**config.mk**
```make
export PLATFORM = sky130hd
export DESIGN_NAME = mem_bus_arbiter
export DESIGN_NICKNAME = d
export VERILOG_FILES = /design/src/rtl/mem_arb_pkg.sv /design/src/rtl/mem_arb_sel.sv /design/src/rtl/mem_bus_arbiter.sv
export SDC_FILE = /design/constraint.sdc
export NUM_CORES = 1
export LEC_CHECK = 0
export BUFFER_PORTS_ARGS = -buffer_cell sky130_fd_sc_hd__buf_4
export CORE_AREA = 3 3 357 359
export DETAILED_ROUTE_END_ITERATION = 10
export DIE_AREA = 0 0 360 362
export HOLD_SLACK_MARGIN = 0.15
export SLEW_MARGIN = 10
export SYNTH_ARGS = -nofsm -noshare
export SYNTH_HDL_FRONTEND = slang
export SYNTH_SLANG_ARGS = --single-unit
```
**constraint.sdc**
```tcl
create_clock -name clk -period 3.3 [get_ports clk]
set_input_delay 0.99 -clock clk [delete_from_list [all_inputs] [get_ports clk]]
set_output_delay 0.99 -clock clk [all_outputs]
set_load 0.01 [all_outputs]
```
**src/rtl/mem_arb_pkg.sv**
```systemverilog
// Shared types and constants for the two-master memory bus arbiter.
// Round-robin arbitration is enabled with the MEM_ARB_RR_EN macro.
package mem_arb_pkg;

  localparam int ADDR_W_D = 32;
  localparam int DATA_W_D = 128;

  localparam logic ARB_INST = 1'b0;
  localparam logic ARB_DATA = 1'b1;

  typedef enum logic [1:0] {
    IDLE,
    GRANT,
    WAIT_RD
  } arb_state_t;

endpackage

```
**src/rtl/mem_arb_sel.sv**
```systemverilog
// Winner select for the memory bus arbiter.
// MEM_ARB_RR_EN: round-robin with a last-served pointer; else data wins ties.
module mem_arb_sel
  import mem_arb_pkg::*;
(
  input  logic clk,
  input  logic rst,
  input  logic req_inst,
  input  logic req_data,
  input  logic accept,
  input  logic owner,
  output logic winner
);

`ifdef MEM_ARB_RR_EN
  logic last;

  always_ff @(posedge clk or negedge rst) begin
    if (!rst) begin
      last <= ARB_INST;
    end else if (accept) begin
      last <= owner;
    end
  end

  always_comb begin
    winner = ARB_INST;
    unique case (1'b1)
      req_inst && req_data:  winner = ~last;
      req_data && !req_inst: winner = ARB_DATA;
      default:               winner = ARB_INST;
    endcase
  end
`else
  logic unused_sel;
  assign unused_sel = &{1'b0, clk, rst, accept, owner, req_inst};

  assign winner = req_data ? ARB_DATA : ARB_INST;
`endif

endmodule

```
**src/rtl/mem_bus_arbiter.sv**
```systemverilog
// Two-master, one-slave arbiter for a shared Avalon-style memory port.
// One transaction in flight; MEM_ARB_RR_EN selects round-robin arbitration.
module mem_bus_arbiter
  import mem_arb_pkg::*;
#(
  parameter int ADDR_W = ADDR_W_D,
  parameter int DATA_W = DATA_W_D,
  parameter int BE_W   = DATA_W / 8
) (
  input  logic              clk,
  input  logic              rst,
  input  logic [ADDR_W-1:0] i_inst_addr,
  input  logic [BE_W-1:0]   i_inst_byte_en,
  input  logic [DATA_W-1:0] i_inst_writedata,
  input  logic              i_inst_read,
  input  logic              i_inst_write,
  output logic [DATA_W-1:0] o_inst_readdata,
  output logic              o_inst_readdata_valid,
  output logic              o_inst_waitrequest,
  input  logic [ADDR_W-1:0] i_data_addr,
  input  logic [BE_W-1:0]   i_data_byte_en,
  input  logic [DATA_W-1:0] i_data_writedata,
  input  logic              i_data_read,
  input  logic              i_data_write,
  output logic [DATA_W-1:0] o_data_readdata,
  output logic              o_data_readdata_valid,
  output logic              o_data_waitrequest,
  output logic [ADDR_W-1:0] o_mem_addr,
  output logic [BE_W-1:0]   o_mem_byte_en,
  output logic [DATA_W-1:0] o_mem_writedata,
  output logic              o_mem_read,
  output logic              o_mem_write,
  input  logic [DATA_W-1:0] i_mem_readdata,
  input  logic              i_mem_readdata_valid,
  input  logic              i_mem_waitrequest
);

  arb_state_t state, state_nx;
  logic       owner, owner_nx;
  logic       winner, accept;
  logic       req_i, req_d;
  logic       own_rd, own_wr;

  assign req_i = i_inst_read | i_inst_write;
  assign req_d = i_data_read | i_data_write;

  // Write wins if an owner illegally raises both strobes.
  assign own_wr = owner ? i_data_write : i_inst_write;
  assign own_rd = (owner ? i_data_read : i_inst_read) & ~own_wr;

  mem_arb_sel u_sel (
    .clk      (clk),
    .rst      (rst),
    .req_inst (req_i),
    .req_data (req_d),
    .accept   (accept),
    .owner    (owner),
    .winner   (winner)
  );

  always_ff @(posedge clk or negedge rst) begin
    if (!rst) begin
      state <= IDLE;
      owner <= ARB_INST;
    end else begin
      state <= state_nx;
      owner <= owner_nx;
    end
  end

  always_comb begin
    state_nx              = state;
    owner_nx              = owner;
    accept                = 1'b0;
    o_mem_addr            = '0;
    o_mem_byte_en         = '0;
    o_mem_writedata       = '0;
    o_mem_read            = 1'b0;
    o_mem_write           = 1'b0;
    o_inst_waitrequest    = 1'b1;
    o_data_waitrequest    = 1'b1;
    o_inst_readdata       = '0;
    o_data_readdata       = '0;
    o_inst_readdata_valid = 1'b0;
    o_data_readdata_valid = 1'b0;
    unique case (state)
      IDLE: begin
        if (req_i || req_d) begin
          owner_nx = winner;
          state_nx = GRANT;
        end
      end
      GRANT: begin
        o_mem_addr      = owner ? i_data_addr : i_inst_addr;
        o_mem_byte_en   = owner ? i_data_byte_en : i_inst_byte_en;
        o_mem_writedata = owner ? i_data_writedata
                                : i_inst_writedata;
        o_mem_read      = own_rd;
        o_mem_write     = own_wr;
        if (owner) o_data_waitrequest = i_mem_waitrequest;
        else       o_inst_waitrequest = i_mem_waitrequest;
        accept = (own_rd | own_wr) & ~i_mem_waitrequest;
        if (!(own_rd || own_wr)) begin
          state_nx = IDLE;
        end else if (accept) begin
          state_nx = own_wr ? IDLE : WAIT_RD;
        end
      end
      WAIT_RD: begin
        if (i_mem_readdata_valid) begin
          if (owner) begin
            o_data_readdata       = i_mem_readdata;
            o_data_readdata_valid = 1'b1;
          end else begin
            o_inst_readdata       = i_mem_readdata;
            o_inst_readdata_valid = 1'b1;
          end
          state_nx = IDLE;
        end
      end
      default: state_nx = IDLE;
    endcase
  end

endmodule
```
==> flow_metrics.env <==
export IMPL_postRouteWirelength_um=89500
export IMPL_power_mw=7.79
export IMPL_cts_tree="built"
export IMPL_leakage_nw=7.25
export IMPL_finalSetupViolations=0
export IMPL_powerDensity_nw_per_um2=568
export IMPL_die_area_um2=130000
export IMPL_synth_async_reset_ratio=1.00
export IMPL_clk_path_buf_depth=2
export IMPL_die_y_um=362
export IMPL_slowest_delay_ns=0.87
export IMPL_slowest_stage="mux2i_1"
export IMPL_cts_sinks=3
export IMPL_ys_types=22
export IMPL_synth_flop_cell="dfrtp_1"
export IMPL_core_region_area_um2=124000
export IMPL_synth_seq_cells=3
export IMPL_holdWs_ns=0.553
export IMPL_timing_final_crit_share=0.978
export IMPL_drtPass1Iterations=4
export IMPL_clk_pin_slew_ns=0.03
export IMPL_port_buffer_count=925
export IMPL_maxCapViolCount=0
export IMPL_die_w_um=360
export IMPL_final_hold_viol_count=0
export IMPL_dp_hpwl_um=85100
export IMPL_grt_setup_unrepaired="no"
export IMPL_clock_latency_ns=0.23
export IMPL_finClkSkew_ns=0.000490
export IMPL_synth_cells=706
export IMPL_irDropWorstVdd_mv=0.557
export IMPL_wl_per_cell_um=27.6
export IMPL_fmax_mhz=310
export IMPL_initial_core_util=0.0376
export IMPL_fin_util=0.111
export IMPL_antenna_left=0
export IMPL_yosys_area_top_type="mux2i_1"
export IMPL_ios=926
export IMPL_status="finished clean"
export IMPL_arrival_ns=2.24
export IMPL_fin_crit_ns=3.23
export IMPL_yosysTopAreaCellShare=0.380
export IMPL_synth_area_um2=4660
export IMPL_ys_warnings_count=0
export IMPL_endpoint_kind="output port"
export IMPL_setup_tns_ns=0
export IMPL_gp_congestion=0.896
export IMPL_synth_commonest_cells="256 x and2_1, 182 x nor2_1, 177 x mux2i_1"
export IMPL_synth_nets=1194
export IMPL_viasPerCell=2.74
export IMPL_area_delta_synth_final_pct=194
export IMPL_syn_area_per_cell_um2=6.60
export IMPL_cts_made_buffers=3
export IMPL_cts_root_buf="clkbuf_16"
export IMPL_grt_pass1_vias=8797
export IMPL_crit_family="multiplexers"
export IMPL_row_count=129
export IMPL_drtIter0Drc=476
export IMPL_route_detailed_drc=0
export IMPL_drv_slew=0
export IMPL_path_buf_inv=2
export IMPL_path_cells="buf_12, mux2i_1, nor2_1, buf_4"
export IMPL_stdcell_count=3241
export IMPL_synth_edf_count=0
export IMPL_tightest_slew_ns=0.979
export IMPL_crit_required_ns=2.31
export IMPL_grt_use_total=0.130
export IMPL_dp_cells=3219
export IMPL_ctsResizeCount=0
export IMPL_hp_class="input pin to asynchronous set/reset pin"
export IMPL_cts_htree_levels=1
export IMPL_finalNetCount=2075
export IMPL_antenna_found_initial=40
export IMPL_overflow=0
export IMPL_synth_area_top_cells="mux2i_1 38%, and2_1 34%, nor2_1 15%"
export IMPL_synth_most_common_cell="and2_1"
export IMPL_ys_seq_area_frac=0.0161
export IMPL_grt_first_pass_wirelength_um=108000
export IMPL_grt_max_degree=98
export IMPL_critPathLaunchType="flip-flop"
export IMPL_crit_path_max_fanout=56
export IMPL_relSlewSlack=0.328
export IMPL_cts_setup_buffers=0
export IMPL_postCtsHoldBufs=0
export IMPL_drive_gt1_frac=0.602
export IMPL_via_count=8880
export IMPL_path_class="flip-flop to output port"
## final cells by class
| class | instances | area (µm²) |
|---|---|---|
| Antenna cell | 18 | 45.0 |
| Clock buffer | 4 | 78.8 |
| Inverter | 2 | 7.51 |
| Tap cell | 1637 | 2050 |
| Multi-Input combinational cell | 632 | 4200 |
| Sequential cell | 3 | 78.8 |
| Timing Repair Buffer | 945 | 7260 |
| Fill cell | 14500 | 110000 |
## stage by stage
stage                     instance area [µm²]  worst slack (ns)
after global placement                  13600             0.226
after floorplan                          4660             0.614
after detailed placement                13600             0.199
final                                   13700            0.0737
after global routing                    13700            0.0507
after CTS                               13700            0.0799
## worst reg2reg max path: stages, from the launching register on
cell      delay, ns
dfrtp_4        0.52
buf_4          0.25
nor3_1         0.23
a211oi_1       0.09
o32ai_1        0.27
## path summary, 6_finish.rpt
check / start / endpoint / slack [ns] / cells past startpoint
worst min-delay path: rst / state[0] / 0.55 / 1
worst min register to register: state[1] / owner / 0.65 / 1
max in group asynchronous: rst / owner / 2.64 / 1
worst max-delay path: owner / o_mem_writedata[65] / 0.07 / 4
worst max register to register: owner / state[1] / 1.83 / 4
min in group clk: state[1] / owner / 0.65 / 1
## placed cells by master (no fill, tap or decap)
cell type  netlist  layout
a32oi_1          1       1
buf_4           22     931
nand2b_4         1       2
nand2b_1         2       1
o31ai_1          2       2
a211oi_1         1       1
clkbuf_1         5       1
nor2_1         182     182
mux2i_1        177     177
dfrtp_1          3       2
o32ai_1          1       1
o21ba_2          1       1
and4b_4          0       1
diode_2          0      18
nor3b_4          0       1
inv_1            2       2
buf_12           0      13
a21oi_1          2       2
or3_1            1       1
clkbuf_16        0       3
dfrtp_4          0       1
and2_1         256     256
nand2_1          2       2
buf_6            0       1
nor3_1           1       1
## layer usage
metal	global-route usage	vias to the layer above	share of wire	routed length, µm
met3	0.0413	48	0.077	6890
met1	0.168	4207	0.44	39400
met5	0	-	0.0019	170
met2	0.218	548	0.47	42200
li1	-	4051	-	-
met4	0.0125	26	0.0091	817
## registers in the layout (all words and copies together), names as in the netlist
register / flops
owner: 1
state: 2
## report_power, final
| part | switching (mW) | leakage (nW) | internal (mW) |
|---|---|---|---|
| clock | 0.0317 | 0.0383 | 0.159 |
| sequential | 0.0393 | 0.0352 | 0.0571 |
| combinational | 4.70 | 7.18 | 2.80 |
| total | 4.78 | 7.25 | 3.02 |
## cells by family after synthesis
kind of cell	share of synthesized area
buffers and inverters	0.0862
muxes	0.380
AOI/OAI and AO/OA	0.0129
DFF	0.0161
and+or+nand+nor	0.505
(Power assumes the default switching activity.)
